## config.mk

```make
export PLATFORM = sky130hd
export DESIGN_NAME = spi_cmd_decoder
export DESIGN_NICKNAME = d
export VERILOG_FILES = /design/src/rtl/spi_pkg.sv /design/src/rtl/spi_cmd_decoder_byte_edge.sv /design/src/rtl/spi_cmd_decoder.sv
export SDC_FILE = /design/constraint.sdc
export NUM_CORES = 1
export LEC_CHECK = 0
export CORE_ASPECT_RATIO = 1.75
export CORE_MARGIN = 2
export CORE_UTILIZATION = 45
export CTS_BUF_LIST = sky130_fd_sc_hd__clkbuf_4
export DETAILED_ROUTE_END_ITERATION = 10
export PLACE_DENSITY = 0.76
export REMOVE_ABC_BUFFERS = 1
export SETUP_SLACK_MARGIN = 0.1
export SKIP_CTS_REPAIR_TIMING = 1
export SLEW_MARGIN = 20
export SYNTH_ARGS = -nofsm -noshare
export SYNTH_HDL_FRONTEND = slang
export SYNTH_SLANG_ARGS = --single-unit
```

## constraint.sdc

```tcl
create_clock -name clk -period 3.1 [get_ports clk]
set_input_delay 0.31 -clock clk [delete_from_list [all_inputs] [get_ports clk]]
set_output_delay 0.31 -clock clk [all_outputs]
set_load 0.03 [all_outputs]
```

## src/rtl/spi_pkg.sv

```systemverilog
`default_nettype none
// ============================================================================
//  Module      : spi_pkg
//  Description : Shared encodings and default widths for the SPI command
//                decoder slice.
//  Revision    : 1.0  initial release
// ============================================================================
package spi_pkg;

    localparam int ADDR_W     = 7;
    localparam int DATA_BYTES = 2;
    localparam int HDR_WR_BIT = 7;

    typedef enum logic [2:0] {
        IDLE  = 3'd0,
        DATA  = 3'd1,
        CHK   = 3'd2,
        RDREQ = 3'd3,
        RDCAP = 3'd4
    } state_t;

endpackage
`default_nettype wire

```

## src/rtl/spi_cmd_decoder_byte_edge.sv

```systemverilog
`default_nettype none
// ============================================================================
//  Module      : spi_byte_edge
//  Description : One-cycle byte accept pulse on the rising edge of byte_flg,
//                suppressed while the frame is inactive.
//  Revision    : 1.0  initial release
// ============================================================================
module spi_byte_edge (
    input  logic clk,
    input  logic rst,
    input  logic byte_flg,
    input  logic frame,
    output logic accept
);

    logic r_flg;

    always_ff @(posedge clk or negedge rst) begin
        if (!rst) begin
            r_flg <= 1'b0;
        end else begin
            r_flg <= byte_flg;
        end
    end

    assign accept = byte_flg & ~r_flg & frame;

endmodule
`default_nettype wire

```

## src/rtl/spi_cmd_decoder.sv

```systemverilog
`default_nettype none
// ============================================================================
//  Module      : spi_cmd_decoder
//  Description : Assembles framed header/data/checksum commands from SPI bytes
//                and issues register write strobes and read requests.
//  Revision    : 1.0  initial release
// ============================================================================
module spi_cmd_decoder
    import spi_pkg::*;
#(
    parameter  int ADDR_W     = spi_pkg::ADDR_W,
    parameter  int DATA_BYTES = spi_pkg::DATA_BYTES,
    localparam int DATA_W     = 8 * DATA_BYTES
) (
    input  logic              clk,
    input  logic              rst,
    input  logic [7:0]        din,
    input  logic              byte_flg,
    input  logic              frame,
    output logic              wr_en,
    output logic              rd_en,
    output logic [ADDR_W-1:0] addr,
    output logic [DATA_W-1:0] wdata,
    input  logic [DATA_W-1:0] rd_data,
    output logic [DATA_W-1:0] rdata,
    output logic              rdata_vld,
    output logic              err
);

    localparam logic [2:0] c_LAST_CNT = 3'(DATA_BYTES - 1);

    logic              w_acc;
    state_t            r_state, w_state_nxt;
    logic [2:0]        r_cnt, w_cnt_nxt;
    logic [7:0]        r_chk, w_chk_nxt;
    logic              w_wr_nxt, w_rd_nxt, w_vld_nxt, w_err_nxt;
    logic              w_addr_ld, w_data_ld, w_rdata_ld;
    logic [DATA_W-1:0] w_wdata_shift;

    spi_byte_edge u_byte_edge (
        .clk      (clk),
        .rst      (rst),
        .byte_flg (byte_flg),
        .frame    (frame),
        .accept   (w_acc)
    );

    generate
        if (DATA_BYTES == 1) begin : g_shift_single
            assign w_wdata_shift = din;
        end else begin : g_shift_multi
            assign w_wdata_shift = {wdata[DATA_W-9:0], din};
        end
    endgenerate

    always_ff @(posedge clk or negedge rst) begin
        if (!rst) begin
            r_state <= IDLE;
            r_cnt   <= 3'd0;
            r_chk   <= 8'd0;
        end else begin
            r_state <= w_state_nxt;
            r_cnt   <= w_cnt_nxt;
            r_chk   <= w_chk_nxt;
        end
    end

    always_comb begin
        w_state_nxt = r_state;
        w_cnt_nxt   = r_cnt;
        w_chk_nxt   = r_chk;
        w_wr_nxt    = 1'b0;
        w_rd_nxt    = 1'b0;
        w_vld_nxt   = 1'b0;
        w_err_nxt   = 1'b0;
        w_addr_ld   = 1'b0;
        w_data_ld   = 1'b0;
        w_rdata_ld  = 1'b0;
        case (r_state)
            IDLE: begin
                if (w_acc) begin
                    w_addr_ld = 1'b1;
                    w_chk_nxt = din;
                    if (din[HDR_WR_BIT]) begin
                        w_state_nxt = DATA;
                        w_cnt_nxt   = 3'd0;
                    end else begin
                        w_state_nxt = RDREQ;
                        w_rd_nxt    = 1'b1;
                    end
                end
            end
            DATA: begin
                if (!frame) begin
                    w_err_nxt   = 1'b1;
                    w_state_nxt = IDLE;
                end else if (w_acc) begin
                    w_data_ld = 1'b1;
                    w_chk_nxt = r_chk ^ din;
                    if (r_cnt == c_LAST_CNT) begin
                        w_state_nxt = CHK;
                    end else begin
                        w_cnt_nxt = r_cnt + 3'd1;
                    end
                end
            end
            CHK: begin
                // frame low also masks the accept pulse, so an abort beats a late checksum byte
                if (!frame) begin
                    w_err_nxt   = 1'b1;
                    w_state_nxt = IDLE;
                end else if (w_acc) begin
                    w_wr_nxt    = (din == r_chk);
                    w_err_nxt   = (din != r_chk);
                    w_state_nxt = IDLE;
                end
            end
            RDREQ: begin
                // rd_en is visible this cycle; the bank's word is captured on the closing edge
                w_rdata_ld  = 1'b1;
                w_vld_nxt   = 1'b1;
                w_state_nxt = RDCAP;
            end
            RDCAP: begin
                w_state_nxt = IDLE;
            end
            default: begin
                w_state_nxt = IDLE;
            end
        endcase
        if (w_state_nxt == IDLE) begin
            w_chk_nxt = 8'd0;
            w_cnt_nxt = 3'd0;
        end
    end

    always_ff @(posedge clk or negedge rst) begin
        if (!rst) begin
            wr_en     <= 1'b0;
            rd_en     <= 1'b0;
            rdata_vld <= 1'b0;
            err       <= 1'b0;
            addr      <= '0;
            wdata     <= '0;
            rdata     <= '0;
        end else begin
            wr_en     <= w_wr_nxt;
            rd_en     <= w_rd_nxt;
            rdata_vld <= w_vld_nxt;
            err       <= w_err_nxt;
            if (w_addr_ld) begin
                addr <= din[ADDR_W-1:0];
            end
            if (w_data_ld) begin
                wdata <= w_wdata_shift;
            end
            if (w_rdata_ld) begin
                rdata <= rd_data;
            end
        end
    end

endmodule
`default_nettype wire
```

### After elaboration in Yosys (flattened, before gate mapping)

Index checks and enable logic that the tools add are counted.

| storage, ports and cells | value |
|---|---|
| bits of input ports | 28 |
| register bits | 58 |
| word-level logic and storage cells | 67 |
| output and inout bits | 43 |

| operators by class | value |
|---|---|
| multiplexer cells | 35 |
| bitwise operators | 4 |
| eq/ne operators | 11 |
| reductions and logical operators | 5 |
| $add $sub $neg | 1 |

Operators by type and width:

| kind | number |
|---|---|
| 2-to-1 mux 3 bit | 12 |
| 2-to-1 mux 8 bit | 4 |
| one-hot mux 8 bit (2 select lines) | 1 |
| 2-to-1 mux 1 bit | 14 |
| one-hot mux 3 bit (4 select lines) | 1 |
| inequality test 3 bit (second input constant) | 3 |
| equality test 8 bit | 1 |
| inequality test 8 bit | 1 |
| XOR 8 bit | 1 |
| equality test 3 x 1 -> 1 bit (second input constant) | 2 |
| equality test 3 x 2 -> 1 bit (second input constant) | 2 |
| zero test 3 bit | 2 |
| inequality test 3 x 2 -> 1 bit (second input constant) | 2 |
| one-hot mux 3 bit (2 select lines) | 1 |
| AND reduction 6 bit | 1 |
| AND reduction 4 bit | 1 |
| adder 3 x 1 -> 3 bit (second input constant) | 1 |
| nonzero test 3 bit | 1 |
| AND 1 bit | 2 |
| 2-to-1 mux 2 bit | 1 |
| one-hot mux 1 bit (2 select lines) | 1 |
| NOT 1 bit | 1 |

### Longest topological paths before layout

Gate-level depths: netlist of the first run.

| logic depth | value |
|---|---|
| word-level depth | 9 |
| depth in mapped cells | 8 |
| gate-level depth less buffers | 6 |

### Cells and area by module

A second synthesis of the first run with hierarchy kept.

| second synthesis, totals | value |
|---|---|
| cells, all modules | 208 |
| area total of the unflattened synthesis | 2600.0 um^2 |

Modules (own cells, without submodules):

| module | instances | sequential area each (um^2) | cells an instance | area each (um^2) |
|---|---|---|---|---|
| spi_cmd_decoder | 1 | 1426.4 | 206 | 2566.2 |
| spi_byte_edge | 1 | 25.0 | 2 | 33.8 |

### Worst setup path after synthesis of the first run

No wires, ideal clock.

| timing path | value |
|---|---|
| path type | register -> register |
| start | register r_state[1] |
| end | register r_cnt[0] |
| stages on the path, launching flop included | 7 |
| data required time | 2.979 ns |
| library setup time | 0.121 ns |
| arrival | 1.484 ns |
| setup slack | 1.494 ns |
| cell sequence | dfrtp_1 -> buf_6 -> nor3b_1 -> mux2_2 -> a32oi_1 -> buf_2 -> nor2_1 |

| on the way | value |
|---|---|
| longest elaborated chain between the ends | 7 |
| elaborated cells on any way between the ends | 21 |
| classes of those cells | eq/ne: 8; mux: 9; reduce/logical: 4 |

RTL lines:

| what | line | RTL |
|---|---|---|
| from (decl) | spi_cmd_decoder.sv:33 | `state_t r_state, w_state_nxt;` |
| from (signal assigned) | spi_cmd_decoder.sv:62 | `r_state <= w_state_nxt;` |
| 2-to-1 mux 3 bit | spi_cmd_decoder.sv:100 | `if (r_cnt == c_LAST_CNT) begin` |
| 2-to-1 mux 3 bit | spi_cmd_decoder.sv:97 | `end else if (w_acc) begin` |
| 2-to-1 mux 3 bit | spi_cmd_decoder.sv:94 | `if (!frame) begin` |
| one-hot mux 3 bit (4 select lines) | spi_cmd_decoder.sv:79 | `case (r_state)` |
| zero test 3 bit | spi_cmd_decoder.sv:131 | `if (w_state_nxt == IDLE) begin` |
| inequality test 3 x 2 -> 1 bit (no line), or another cell as far along | n/a |  |
| AND reduction 6 bit (no line) | n/a |  |
| to (signal assigned) | spi_cmd_decoder.sv:63 | `r_cnt <= w_cnt_nxt;` |
| to (decl) | spi_cmd_decoder.sv:34 | `logic [2:0] r_cnt, w_cnt_nxt;` |

Several ways; a longest one is shown, not always the timed one.
A chain may end at the register's enable or synchronous reset.

### Worst setup path after layout of the first run

| timing path | value |
|---|---|
| start | register r_state[1] |
| end | register r_cnt[2] |

The elaborated chain is that of the path after synthesis.

==> run summary, run 1 <==
The highest fanout seen on the critical path is 17, and the floorplan die width is 61.1 um. The path category of the worst min-delay check is input port to flop. The clock net in this run drives a total of 58 sinks. The overall global routing resource usage was 0.205; the top achievable clock speed was 515 MHz. The run gives 0.00554 mm2 as the core footprint. The share of the clock period used by the worst path is 0.626, and the half-perimeter wire length of the detailed placement result is 4.13 mm. The tools report the initial antenna violation count as 0.

The via count of the first global-routing pass is 2,059, and the placement row count is 36. Power spread over the standard cell area amounts to 671 mW/mm2. In this run the cell area of the synthesized design comes to 0.00257 mm2. After the last flow step, the layout net total stands at 343.

For the number of warnings issued by yosys, the log shows 0. The end-of-flow core utilization was 0.625; the total iterations of the first detailed-routing run was 6. The clock arrives with 0.00984 ns of skew.

STA puts the critical path data arrival time at 2.25 ns. The routed wirelength normalized by instance count came out at 14.5 um. The top cell types in the final layout, fill and taps aside, are 69 x clkdlybuf4s50_1, 59 x nand2_1, 58 x dfrtp_1, 24 x mux2_2, 16 x nor2_1. Synthesis instantiated 39 different standard cells from the library. The overall die area came out at 0.00636 mm2. For this block, the routed nets add up to 5.71 mm of wire. For the worst-skew pair, the clock arrives at the later sink with an insertion delay of 0.39 ns. The multiplexer fraction of the synthesized cell area is 0.117, and the clock tree buffer depth is 2. The tools report the accumulated negative setup slack as 0 ns.

The synthesized design contains 58 register bits. The tool flagged a number of max-cap violations equal to 0. The effective utilization at floorplan is 0.464.

The logs give 0.00104 mm2 for the area used by multi-input combinational logic and 1,961 for the number of vias after detailed routing. The run gives 0.224 as the clock share of power. The total global routing overflow was 0; the minimum clock period was 1.94 ns. The H-tree was split into 3 levels. The tools report the DRC violation total after the first TritonRoute iteration as 61. Counting the fill cells in the layout gives 484. 0 antenna diodes ended up in the layout. After synthesis, the largest family of logic cells by area is simple AND/OR/NAND/NOR gates. The CTS root buffer was clkbuf_4.

The run gives 9.87 mm as the wire length of the first global-routing pass. For the final-report setup violation count, the log shows 0. The required time at the endpoint of the critical path was 3.41 ns; the number of vias per cell after detailed routing was 4.98. In this run the remaining antenna-violating nets after routing total 0. In this run the tool buffered the top-level ports with 70 buffer cells. For this design the top-level I/O count stands at 71. The sequential share of the synthesized area was 0.565; the gate count of the mapped netlist was 240. The combinational group share of total power was 0.350.

The flow ran to the end, and the final reports show no timing, DRC or antenna violations. The relative slew slack was 0.548. At the end of routability-driven placement, the weighted congestion stood at 0.816.

The arithmetic-cell share of the synthesized area counting full adders, half adders and majority gates was 0.00974. For the worst hold margin, the log shows 0.401 ns. The die is 104 um tall.

STA classifies the critical path endpoint as a flop. Worst IR drop on VDD: 492 uV. A synthesized cell averages 10.7 um2. Buffers inserted during clock tree synthesis total 9.

The internal power contribution is 1510 uW, and the clock transition at the registers of the reported paths is 0.10 ns. The final number of hold-violating endpoints was 0. Setup repair after global routing left no endpoint under its margin.

Placed cell count: 377. The power dissipated by switching net loads is 815 uW, and the measured slew at the worst slew-check pin is 0.678 ns. The finished layout holds 394 standard cells, fillers aside.

Entering global routing, the biggest net connects 31 pins. Net switching fraction of the power: 0.351. TritonCTS built the clock tree.

The share of post-route cells with drive strength above 1 was 0.157. The most common cell after layout, fill and taps aside was clkdlybuf4s50_1. The simple-gate share of the synthesized area came out at 0.196. Startpoint class of the critical path: a flop. For the count of pins over their slew limit, the log shows 0. The area fraction in compound gates after synthesis came out at 0.0506.

After detailed routing, the number of remaining DRC violations is 0. The xor-xnor portion of the synthesized cell area works out to 0.0307. The synthesis-to-finish area growth was 34.8%. By startpoint and endpoint, the worst setup path is classified as flop to flop. Summed over all cells, the static leakage comes to 0.00156 uW. The part of the total power dissipated in sequential elements came out at 0.425. The area taken by flip-flops and latches was 0.00145 mm2. For the overall power consumption, the log shows 2330 uW.
final timing paths:
kind | cells after the start | from | slack (ns) | to
setup / recovery | 4 | r_state[1] | 1.16 | r_cnt[2]
hold / removal | 1 | byte_flg | 0.40 | u_byte_edge.r_flg
setup reg to reg | 4 | r_state[1] | 1.16 | r_cnt[2]
hold reg to reg | 2 | rdata[12] | 0.49 | rdata[12]
max in group asynchronous | 3 | rst | 1.77 | rdata_vld
min in group asynchronous | 2 | rst | 0.49 | wdata[14]
critical path, stage by stage, from the launching register on:
cell and delay, ns:
dfrtp_1 0.52, nor3b_4 0.32, nand3_4 0.28, or4b_1 0.58, a21oi_1 0.16
layer usage:
metal / GRT usage / share of wire / up-vias
met3: 0.0697 / 0.061 / 4
met5: 0 / 0 / -
met2: 0.328 / 0.54 / 63
li1: - / - / 948
met4: 0.0652 / 0.0077 / 0
met1: 0.255 / 0.39 / 946
logic make-up after synthesis:
| kind of cell | count (synthesis) |
|---|---|
| flops | 58 |
| mux | 27 |
| buf+inv | 16 |
| xor+xnor | 9 |
| fa+ha+maj | 2 |
| compound gates | 23 |
| simple gates | 105 |
through the flow:
step	cell area, um2	worst slack [ns]
2_1_floorplan	2500	1.28
3_3_place_gp	3320	0.860
3_5_place_dp	3320	0.820
4_1_cts	3450	1.13
5_1_grt	3460	1.01
6_report	3460	1.16
synth_stat cells, drive strengths merged:
library cell,number,area share
nand2,59,0.086
dfrtp,58,0.56
mux2,24,0.11
nor2,17,0.026
a21oi,10,0.019
nand3,9,0.022
buf,8,0.020
o21ai,8,0.016
xor2,8,0.027
clkbuf,5,0.0073
mux2i,3,0.012
nor2b,3,0.0073
nor3b,3,0.015
ha,2,0.0097
inv,2,0.0029
nand3b,2,0.0058
nor3,2,0.0039
nor4,2,0.0049
a21o,1,0.0029
a32oi,1,0.0034
and2,1,0.0024
and3,1,0.0024
and4b,1,0.0039
clkinv,1,0.0015
nand2b,1,0.0024
nor4b,1,0.0034
o21bai,1,0.0029
o221ai,1,0.0034
o31ai,1,0.0029
or2,1,0.0024
or3b,1,0.0034
or4b,1,0.0039
xnor2,1,0.0034
cell type report:
class | instances | share of cell area
flip-flops and latches | 58 | 0.419
multi-input cells | 166 | 0.299
repair buffers | 75 | 0.212
well taps | 76 | 0.0275
clock buffers | 10 | 0.0217
clock inverters | 6 | 0.0166
inverters | 3 | 0.00325
power by group through the flow:
stage               registers (uW)  clock network, uW  logic (uW)
detailed placement            1000                  0         822
floorplan                     1270                  0         153
global route                  1010                570         859
CTS                            992                533         823
finish                         989                522         815
global placement               999                  0         814
registers in the layout, summed over array words and instances, names as in the netlist, 3 cells and up:
register / cells
addr: 7
r_state: 3
r_chk: 8
wdata: 16
rdata: 16
r_cnt: 3
(Power assumes the default switching activity.)
==> inputs of run 2 (changes only) <==
clock period = 1.9 ns   (was 3.1 ns; I/O delays follow)
==> run 2 against run 1 <==
- worst hold slack worse by 0.13 ns
- core utilization rose by 1.7 points
- non-clock buffer count grew 15
- critical endpoint is now addr[1]
- largest cell class unchanged
- largest power group unchanged
- highest routed layer unchanged
==> run summary, run 2 (synthesis results as in run 1) <==
The flow ran to the end, and the final reports show no timing, DRC or antenna violations. The top achievable clock speed was 594 MHz; the worst setup margin was 0.216 ns. Between clock sinks in the finished design, the worst skew comes to 0.00893 ns. After global routing the overflow that remains totals 0. 71 I/O pins were placed. After detailed routing, the number of remaining DRC violations is 0. In the final timing run, aggregate negative setup slack is 0 ns. The tools report the effective utilization at floorplan as 0.464. The layer flagged by global routing as most heavily used is met2. For this block, the routed nets add up to 5.86 mm of wire. Of all nets on the critical path, the largest fanout is 9.

In the final layout, the registers with the most flip-flops are rdata x16, wdata x16, r_chk x8. The area taken by flip-flops and latches was 0.00145 mm2; the minimum setup slack after placement was 0.0501 ns. For the pin with the worst max-slew slack, the measured transition is 0.503 ns. Dividing total power by cell area gives a power density of 1020 mW/mm2.

The floorplan die width is 61.1 um, and the overall global routing resource usage is 0.210. The number of cells on the worst reg-to-reg path is 5. At the end of routability-driven placement, the weighted congestion stood at 0.775. The floorplan step defined a die boundary enclosing 0.00636 mm2.

Relative slew slack: 0.663. Summed over all cells, the static leakage comes to 0.00161 uW. The worst setup path is launched from a flop.

The finished cells cover 0.00356 mm2. The placement row count came out at 36. Met3 layer usage reported by global route: 0.0833. The logs give 0.270 ns for the worst hold margin and 1.97 ns for the critical path arrival. The share of post-route cells with drive strength above 1 is 0.193, and the clock latency on the worst-skew pair is 0.40 ns. The run gives 58 as the clock sink total. Entering global routing, the biggest net connects 59 pins. 0 antenna diodes ended up in the layout. The minimum clock period works out to 1.68 ns. The max-cap violation count came out at 0.

The wire length of the first global-routing pass was 9.92 mm. In the layout the commonest cells are 69 x clkdlybuf4s50_1, 59 x nand2_1, 56 x dfrtp_1, 24 x mux2_2, 18 x buf_4. After detailed routing, the number of vias per cell comes to 4.97. Global-route track usage on met1: 0.239. The worst setup path is captured at a flop. After the last flow step, the layout net total stands at 358. The initial antenna violation count is 0, and the area used by multi-input combinational logic is 0.00104 mm2.

STA puts the critical path data required time at 2.19 ns. The first detailed-routing pass took 4 iterations. The number of vias after detailed routing came out at 2,026.

TritonCTS built the clock tree. The area growth from synthesis to layout is 38.4%. Setup violations remaining at the end of the flow were counted as 0. For the instance area at placement, the log shows 0.00345 mm2.

Setup repair after global routing left no endpoint under its margin. The detail route stage leaves a number of antenna-violating nets equal to 0. The height of the die came out at 104 um. The H-tree was split into 3 levels. The first routing iteration left 81 violations. For the number of filler instances in the final layout, the log shows 455.

The path class of the tightest hold or removal check is input port to flop. In this run the clock root is driven by a clkbuf_4. Port buffering added 70 buffers. The worst setup path is of the flop to flop kind. The run gives 4.21 mm as the half-perimeter wire length of the detailed placement result. The final number of hold-violating endpoints was 0. The count of pins over their slew limit was 0; the clock tree buffer depth was 2. The via count of the first global-routing pass was 2,101. The most common cell after layout, fill and taps aside was clkdlybuf4s50_1.

The global routing usage on met2 was 0.343; the cell count of the worst hold path was 1. The setup check on the worst reg-to-reg path leaves a slack of 0.22 ns. The worst IR drop on VDD was 662 uV. After detailed routing, the average wire length per cell comes to 14.4 um. Clock tree synthesis inserted a total of 9 buffers.

The core region is 0.00554 mm2. Clock-pin slew was measured on the worst setup and hold paths at 0.09 ns. Share of the clock period used by the worst path: 0.886. The design draws 3640 uW.
## run 2: changes by cell type in the layout (fill, tap and decap cells not counted), sizes merged
cell    delta
buf       +15
bufinv     -1
clkbuf     -1
clkinv     +1
## run 2: layout make-up
| class | instances | area share |
|---|---|---|
| Clock buffer | 9 | 0.0190 |
| Inverter | 3 | 0.00317 |
| Timing Repair Buffer | 90 | 0.242 |
| Clock inverter | 6 | 0.00704 |
| Tap cell | 76 | 0.0267 |
| Multi-Input combinational cell | 166 | 0.293 |
| Sequential cell | 58 | 0.409 |
## run 2: stage by stage
| stage | instances | utilization |
|---|---|---|
| floorplan | 227 | - |
| global placement | 392 | 0.622 |
| global route | 408 | 0.642 |
| CTS | 407 | 0.639 |
| detailed placement | 392 | 0.622 |
| finish | 408 | 0.642 |
## run 2: final timing paths
check                                start                end
worst max register to register  r_state[2]            addr[1]
worst min-delay path              byte_flg  u_byte_edge.r_flg
worst min register to register    rdata[8]           rdata[8]
worst max-delay path            r_state[2]            addr[1]
max in group asynchronous              rst         r_state[1]
min in group asynchronous              rst           wdata[9]
## run 2: metal layers
metal  vias up  share of wire
met4         0          0.011
met2        61           0.55
met1       986           0.38
li1        975              -
met5         -              0
met3         4          0.061
## run 2: worst max-delay path, stage by stage (launching register included)
cell and delay [ns]:
dfrtp_1 0.51, nor3b_4 0.31, nand2_1 0.13, nor2_2 0.14
buf_4 0.15, mux2_2 0.33
## run 2: power breakdown
group	total (uW)	switching [uW]	internal (uW)
Combinational	1360	746	611
Sequential	1610	145	1470
Clock	669	429	240
==> inputs of run 3 (changes only) <==
SLEW_MARGIN = 40   (was 20)
==> results of run 3 <==
No change in the layout: final DEF, timing and power equal those of run 2.
